### config.mk
export PLATFORM = sky130hd
export DESIGN_NAME = konami_detector
export DESIGN_NICKNAME = d
export VERILOG_FILES = /design/src/rtl/konami_detector.sv
export SDC_FILE = /design/constraint.sdc
export NUM_CORES = 1
export LEC_CHECK = 0
export CAP_MARGIN = 20
export CORE_AREA = 3 3 128 130
export DETAILED_ROUTE_END_ITERATION = 10
export DIE_AREA = 0 0 131 133
export PLACE_DENSITY = 0.78
export SLEW_MARGIN = 25
export SYNTH_ARGS = -nofsm -noshare
export SYNTH_HDL_FRONTEND = slang
export SYNTH_SLANG_ARGS = --single-unit
### constraint.sdc
create_clock -name clk -period 2.5 [get_ports clk]
set_input_delay 0.25 -clock clk [delete_from_list [all_inputs] [get_ports clk]]
set_output_delay 0.25 -clock clk [all_outputs]
set_load 0.05 [all_outputs]
### src/rtl/konami_detector.sv
// konami_detector - debounced six-button Konami code recogniser with match strobe, match LED hold and error strobe
module konami_detector #(
  parameter int DEBOUNCE_CYCLES = 120000,
  parameter int TIMEOUT_CYCLES  = 12000000,
  parameter int HOLD_CYCLES     = 12000000
) (
  input  logic       clk,
  input  logic       rst,
  input  logic       btn_up,
  input  logic       btn_down,
  input  logic       btn_left,
  input  logic       btn_right,
  input  logic       btn_b,
  input  logic       btn_a,
  output logic [3:0] progress,
  output logic       match,
  output logic       match_led,
  output logic       error
);

  localparam int DW = $clog2(DEBOUNCE_CYCLES + 1);
  localparam int TW = $clog2(TIMEOUT_CYCLES + 1);
  localparam int HW = $clog2(HOLD_CYCLES + 1);

  localparam logic [5:0] SYM_UP    = 6'b000001;
  localparam logic [5:0] SYM_DOWN  = 6'b000010;
  localparam logic [5:0] SYM_LEFT  = 6'b000100;
  localparam logic [5:0] SYM_RIGHT = 6'b001000;
  localparam logic [5:0] SYM_B     = 6'b010000;
  localparam logic [5:0] SYM_A     = 6'b100000;

  logic [5:0]    btn_raw;
  logic [5:0]    meta_q, sync_q, deb_q, deb_prev_q, arm_q, press_q;
  logic [1:0]    vld_q;
  logic [DW-1:0] cnt_q [6];

  logic [3:0]    idx_q;
  logic [TW-1:0] tmr_q;
  logic [HW-1:0] hold_q;
  logic          match_q, led_q, error_q;

  assign btn_raw = {btn_a, btn_b, btn_right, btn_left, btn_down, btn_up};

  function automatic logic [5:0] seq_sym(input logic [3:0] idx);
    case (idx)
      4'd0, 4'd1: seq_sym = SYM_UP;
      4'd2, 4'd3: seq_sym = SYM_DOWN;
      4'd4, 4'd6: seq_sym = SYM_LEFT;
      4'd5, 4'd7: seq_sym = SYM_RIGHT;
      4'd8:       seq_sym = SYM_B;
      4'd9:       seq_sym = SYM_A;
      default:    seq_sym = 6'b000000;
    endcase
  endfunction

  // A button is armed only once it has been seen released after reset, so a
  // button held through reset cannot produce a press until it is re-pressed.
  always_ff @(posedge clk) begin
    if (rst) begin
      meta_q     <= '0;
      sync_q     <= '0;
      deb_q      <= '0;
      deb_prev_q <= '0;
      arm_q      <= '0;
      press_q    <= '0;
      vld_q      <= '0;
      for (int i = 0; i < 6; i++) cnt_q[i] <= '0;
    end else begin
      meta_q     <= btn_raw;
      sync_q     <= meta_q;
      vld_q      <= {vld_q[0], 1'b1};
      deb_prev_q <= deb_q;
      press_q    <= deb_q & ~deb_prev_q & arm_q;
      for (int i = 0; i < 6; i++) begin
        if (vld_q[1] && !sync_q[i] && !deb_q[i]) arm_q[i] <= 1'b1;
        if (sync_q[i] == deb_q[i]) begin
          cnt_q[i] <= '0;
        end else if (cnt_q[i] == DW'(DEBOUNCE_CYCLES - 1)) begin
          deb_q[i] <= sync_q[i];
          cnt_q[i] <= '0;
        end else begin
          cnt_q[i] <= cnt_q[i] + DW'(1);
        end
      end
    end
  end

  always_ff @(posedge clk) begin
    if (rst) begin
      idx_q   <= '0;
      tmr_q   <= '0;
      hold_q  <= '0;
      match_q <= 1'b0;
      led_q   <= 1'b0;
      error_q <= 1'b0;
    end else begin
      match_q <= 1'b0;
      error_q <= 1'b0;
      if (hold_q != '0) hold_q <= hold_q - HW'(1);
      led_q <= (hold_q > HW'(1));
      if (press_q != 6'b0) begin
        tmr_q <= '0;
        if (press_q == seq_sym(idx_q)) begin
          if (idx_q == 4'd9) begin
            idx_q   <= '0;
            match_q <= 1'b1;
            hold_q  <= HW'(HOLD_CYCLES);
            led_q   <= 1'b1;
          end else begin
            idx_q <= idx_q + 4'd1;
          end
        end else if (press_q == SYM_UP) begin
          // UP UP is still a valid prefix when UP breaks the run.
          idx_q   <= (idx_q == 4'd2) ? 4'd2 : 4'd1;
          error_q <= 1'b1;
        end else begin
          idx_q   <= '0;
          error_q <= 1'b1;
        end
      end else if (idx_q != 4'd0) begin
        if (tmr_q == TW'(TIMEOUT_CYCLES - 1)) begin
          idx_q   <= '0;
          error_q <= 1'b1;
          tmr_q   <= '0;
        end else begin
          tmr_q <= tmr_q + TW'(1);
        end
      end
    end
  end

  assign progress  = idx_q;
  assign match     = match_q;
  assign match_led = led_q;
  assign error     = error_q;

endmodule
-- After elaboration in Yosys (flattened, before gate mapping)
Memory sizes are Yosys's and may differ from the RTL's. A register that Yosys moved wholly into a read port is not among the register bits.
Index checks and enable logic that the tools add are counted.
- bits in registers: 93
- output and inout port bits: 7
- memory bits (writable): 102
- bits of input ports: 8
- memories kept: 2
- memory bits (read-only): 96
- logic and storage cells: 231
- bitwise logic cells: 29
- mux-type cells: 111
- order comparisons: 1
- equality and inequality tests: 17
- add/sub/neg operators: 9
- reduce and logical (&&, ||, !) cells: 38
- memory list (memory ; words ; width ; rd ports ; clocked after memory_dff ; write ports ; RTL line ; source):
    cnt_q ; 6 ; 17 ; 6 ; 0 ; 6 ; 35 ; logic [DW-1:0] cnt_q [6];
    (no name shown) ; 16 ; 6 ; 1 ; 1 ; 0 ; 45 ; case (idx)
- operators by type and width (operator ; number):
    two-way mux 17 bit ; 18
    two-way mux 24 bit ; 5
    adder 17 x 1 -> 17 bit, second input constant ; 6
    equality test 17 bit, second input constant ; 6
    two-way mux 1 bit ; 77
    two-way mux 4 bit ; 7
    adder 24 x 1 -> 24 bit, second input constant ; 1
    equality test 24 bit, second input constant ; 1
    greater-than comparator 24 x 1 -> 1 bit, second input constant ; 1
    nonzero test 24 bit ; 1
    subtractor 24 x 1 -> 24 bit, second input constant ; 1
    OR 1 bit ; 18
    AND reduction 2 bit ; 7
    AND 6 bit ; 2
    logical AND 1 bit ; 12
    zero test 1 bit ; 12
    two-way mux 6 bit ; 2
    inverter 1 bit ; 8
    equality test 1 bit ; 6
    equality test 6 x 1 -> 1 bit, second input constant ; 1
    equality test 6 bit ; 1
    inverter 6 bit ; 1
    nonzero test 6 bit ; 1
    adder 4 x 1 -> 4 bit, second input constant ; 1
    other kinds (7) ; 9

-- Longest topological paths before layout
- depth in word-level cells: 8
- mapped depth: 9
- gate-level depth less buffers: 7

-- Least setup slack after synthesis
OpenSTA, ideal clock, no wires.
- path type: reg-to-reg
- from: register idx_q[1], in the netlist progress[1]
- to: register (tool-made name)
- data required time: 2.439 ns
- stages on the path, launching flop included: 8
- path slack: 0.234 ns
- buffers on the path: 1
- arrival: 2.206 ns
- cell sequence: dfxtp_1 -> buf_2 -> or4b_1 -> and3_1 -> a21boi_0 -> o21ai_0 -> a31oi_2 -> and3b_1
- RTL lines (what ; RTL line ; source):
    start, declared ; 37 ; logic [3:0] idx_q;
    start signal, assigned ; 110 ; idx_q <= idx_q + 4'd1;
    start signal, assigned ; 114 ; idx_q <= (idx_q == 4'd2) ? 4'd2 : 4'd1;

==> impl_metrics.ini <==
[critical_path]
cp.required_ns = 2.75
critPathCapture = cnt_q[5][4]
cp-start-kind = flop
rr_worst_depth = 5
reg2reg_to = cnt_q[5][4]
rr_startpoint = cnt_q[5][6]
reg2reg_slack_ns = 0.25
crit_type = flop to flop
end_kind = flop
crit_path_max_fanout = 8
cp-startpoint = cnt_q[5][6]
worstPathArrival_ns = 2.50

[placed_design]
hpwlAfterDp_um = 11300
port_buffers = 14
place_inst = 1248
dpl-instance-area_um2 = 10200
gp_congestion = 0.791

[layout]
diodes = 0
final_nets = 1079
fin_area_um2 = 11000
utilization_pct = 72.2
areaGrowthSynthToFinish_pct = 16.9
final_cells = 1288
layout-drive-gt1-share_pct = 7.24
fillers = 1142

[drt]
dr.pass1.iters = 5
avgRoutedWirePerCell_um = 12.7
first_iter_violations = 405
antenna_left = 0
via_per_inst = 5.15
drc = 0
routed_wl_um = 16400
vias = 6630

[global_routing]
grt_overflow = 0
grt_max_degree = 25
antenna_found_initial = 0
grt_pass1_wl_um = 28300
grt_pass1_vias = 6490
grt_util_all_layers_pct = 19.2

[worst_hold_path]
min_path_type = input pin to flop

[clock_network]
cts-resized-gates = 0
clock_path_buffers = 3
clockRootBuffer = clkbuf_16
clock_latency_ns = 0.50
clkTransAtPathRegs_ns = 0.06
h-tree-depth = 1
cts_buffers = 22
clock_sinks = 201
cts_hold_buf = 0
post_cts_buffers = 0
cts_tree = built

[die]
die_h_um = 133
rows = 45
die_x_um = 131
io_pins = 15
start_util_pct = 61.7
die_area_um2 = 17400
core-area_um2 = 15300

[power_and_ir_drop]
power_mw = 8.80
power_leakage_nw = 4.10
peakVddDrop_mv = 0.997
power.density_cell_area_nw_per_um2 = 799

[synthesis]
mappedNetlistArea_um2 = 9420
synth_ff_type = edfxtp_1
ys_ff_latch = 201
yosysWarnings = 0
synthArstFlopShare_pct = 0
synth_cell_types = 60
ys_seq_area_share_pct = 53.5
synthCells = 925
synth_area_per_cell_um2 = 10.2
synth_enable_flop_cells = 102

[timing]
final-setup-viol-count = 0
fin_crit_sh_pct = 89.9
slew_headroom_pct = 61.4
max_slew.worst_pin.slew_ns = 0.579
min_period_ns = 2.25
rsz0062_at_grt = no
hold_viol = 0
tns_ns = 0
drv_slew = 0
skew_ns = 0.0195
fmax_mhz = 445

[status]
status = completed

[flow_run]
cap_viol_max_count = 0
cells in the mapped netlist, types with 3 or more instances:
master / number / area share (%)
dfxtp_1: 99 / 21
buf_2: 10 / 0.53
nor2b_1: 25 / 1.7
nor4b_1: 3 / 0.28
inv_1: 16 / 0.64
or3_1: 14 / 0.93
nor2_1: 192 / 7.6
nand4_1: 27 / 1.8
xor2_1: 84 / 7.8
clkbuf_1: 12 / 0.48
a21oi_1: 25 / 1.3
xnor2_1: 58 / 5.4
edfxtp_1: 102 / 33
ha_1: 10 / 1.3
nand4b_1: 6 / 0.56
nand2b_1: 4 / 0.27
nor3_1: 18 / 0.96
nor4_1: 13 / 0.86
and3b_1: 8 / 0.74
and4_1: 7 / 0.65
nor4bb_1: 3 / 0.32
or4_1: 3 / 0.24
o21ai_0: 10 / 0.53
nand3_1: 47 / 2.5
and3_1: 24 / 1.6
nand2_1: 56 / 2.2
mux2i_1: 7 / 0.74
critical path, cell delays in order, from the launching register on:
cell and delay, ns:
edfxtp_1 0.46, or3b_2 0.48, nor4_1 0.47, or3_1 0.32, buf_4 0.20, nor2_1 0.06
layout make-up:
class	count	area (µm²)	share of cell area [%]
Clock buffer	33	701	6.36
Sequential cell	201	5040	45.8
Timing Repair Buffer	36	300	2.73
Multi-Input combinational cell	784	4570	41.5
Inverter	16	60.1	0.545
Clock inverter	7	72.6	0.659
Tap cell	211	264	2.40
cells in the final DEF, fill, tap and decap left out, types with 3 or more instances in the layout:
| cell | instances |
|---|---|
| nand4_1 | 27 |
| or3_1 | 14 |
| nor4b_1 | 3 |
| mux2i_1 | 7 |
| a21oi_1 | 25 |
| nor2b_1 | 25 |
| and4_1 | 7 |
| o21ai_0 | 10 |
| clkbuf_1 | 4 |
| nand2_1 | 56 |
| and3_1 | 24 |
| and3b_1 | 8 |
| or4_1 | 3 |
| nand3_1 | 47 |
| xnor2_1 | 58 |
| nand2b_1 | 4 |
| nor2_1 | 192 |
| ha_1 | 10 |
| edfxtp_1 | 102 |
| xor2_1 | 84 |
| conb_1 | 102 |
| nor3_1 | 18 |
| buf_4 | 22 |
| dfxtp_1 | 99 |
| clkdlybuf4s50_1 | 13 |
| inv_1 | 16 |
| clkinv_2 | 3 |
| clkbuf_16 | 26 |
| nor4_1 | 13 |
| nor4bb_1 | 3 |
| nand4b_1 | 6 |
worst min-delay path by stage:
| stage | from | end | slack, ns | depth (start not counted) |
|---|---|---|---|---|
| final | rst | arm_q[5] | 0.21 | 2 |
| after global routing | rst | arm_q[4] | 0.22 | 2 |
| after CTS | rst | arm_q[5] | 0.18 | 2 |
| after detailed placement | meta_q[0] | sync_q[0] | 0.43 | 1 |
| after global placement | meta_q[1] | sync_q[1] | 0.42 | 1 |
| after floorplan | rst | vld_q[0] | 0.34 | 1 |
layer usage:
metal | routed length (µm) | vias up | share of wire, % | track usage, %
li1 | - | 3395 | - | -
met1 | 7530 | 3119 | 46 | 25.3
met2 | 8100 | 88 | 49 | 33.0
met3 | 483 | 28 | 2.9 | 3.19
met4 | 261 | 0 | 1.6 | 4.57
met5 | 0 | - | 0 | 0
cell families after synthesis:
group	share of synthesized area, %
AOI/OAI and AO/OA	3.15
xor gates and xnor gates	13.2
DFF	53.5
adders and majority gates	1.33
other	0.0398
and+or+nand+nor	25.9
buffers and inverters	1.93
muxes	0.863
registers in the layout, summed over array words and instances, names as in the netlist, named ones only:
register / flops
vld_q: 2
progress: 4
deb_q: 6
hold_q: 24
deb_prev_q: 6
tmr_q: 24
press_q: 6
sync_q: 6
error: 1
match_led: 1
cnt_q: 102
meta_q: 6
arm_q: 6
match: 1
where the power goes:
group / total, mW / internal (mW) / switching [mW]
Sequential: 3.98 / 3.73 / 0.257
Clock: 3.31 / 2.05 / 1.26
Combinational: 1.50 / 0.664 / 0.837
Total: 8.80 / 6.44 / 2.36
through the flow:
| stage | setup WS, ns | hold WS [ns] |
|---|---|---|
| global placement | 0.288 | 0.419 |
| finish | 0.252 | 0.215 |
| detailed placement | 0.221 | 0.426 |
| global route | 0.0985 | 0.219 |
| CTS | 0.204 | 0.179 |
| floorplan | 0.234 | 0.340 |
(Power assumes the default switching activity.)
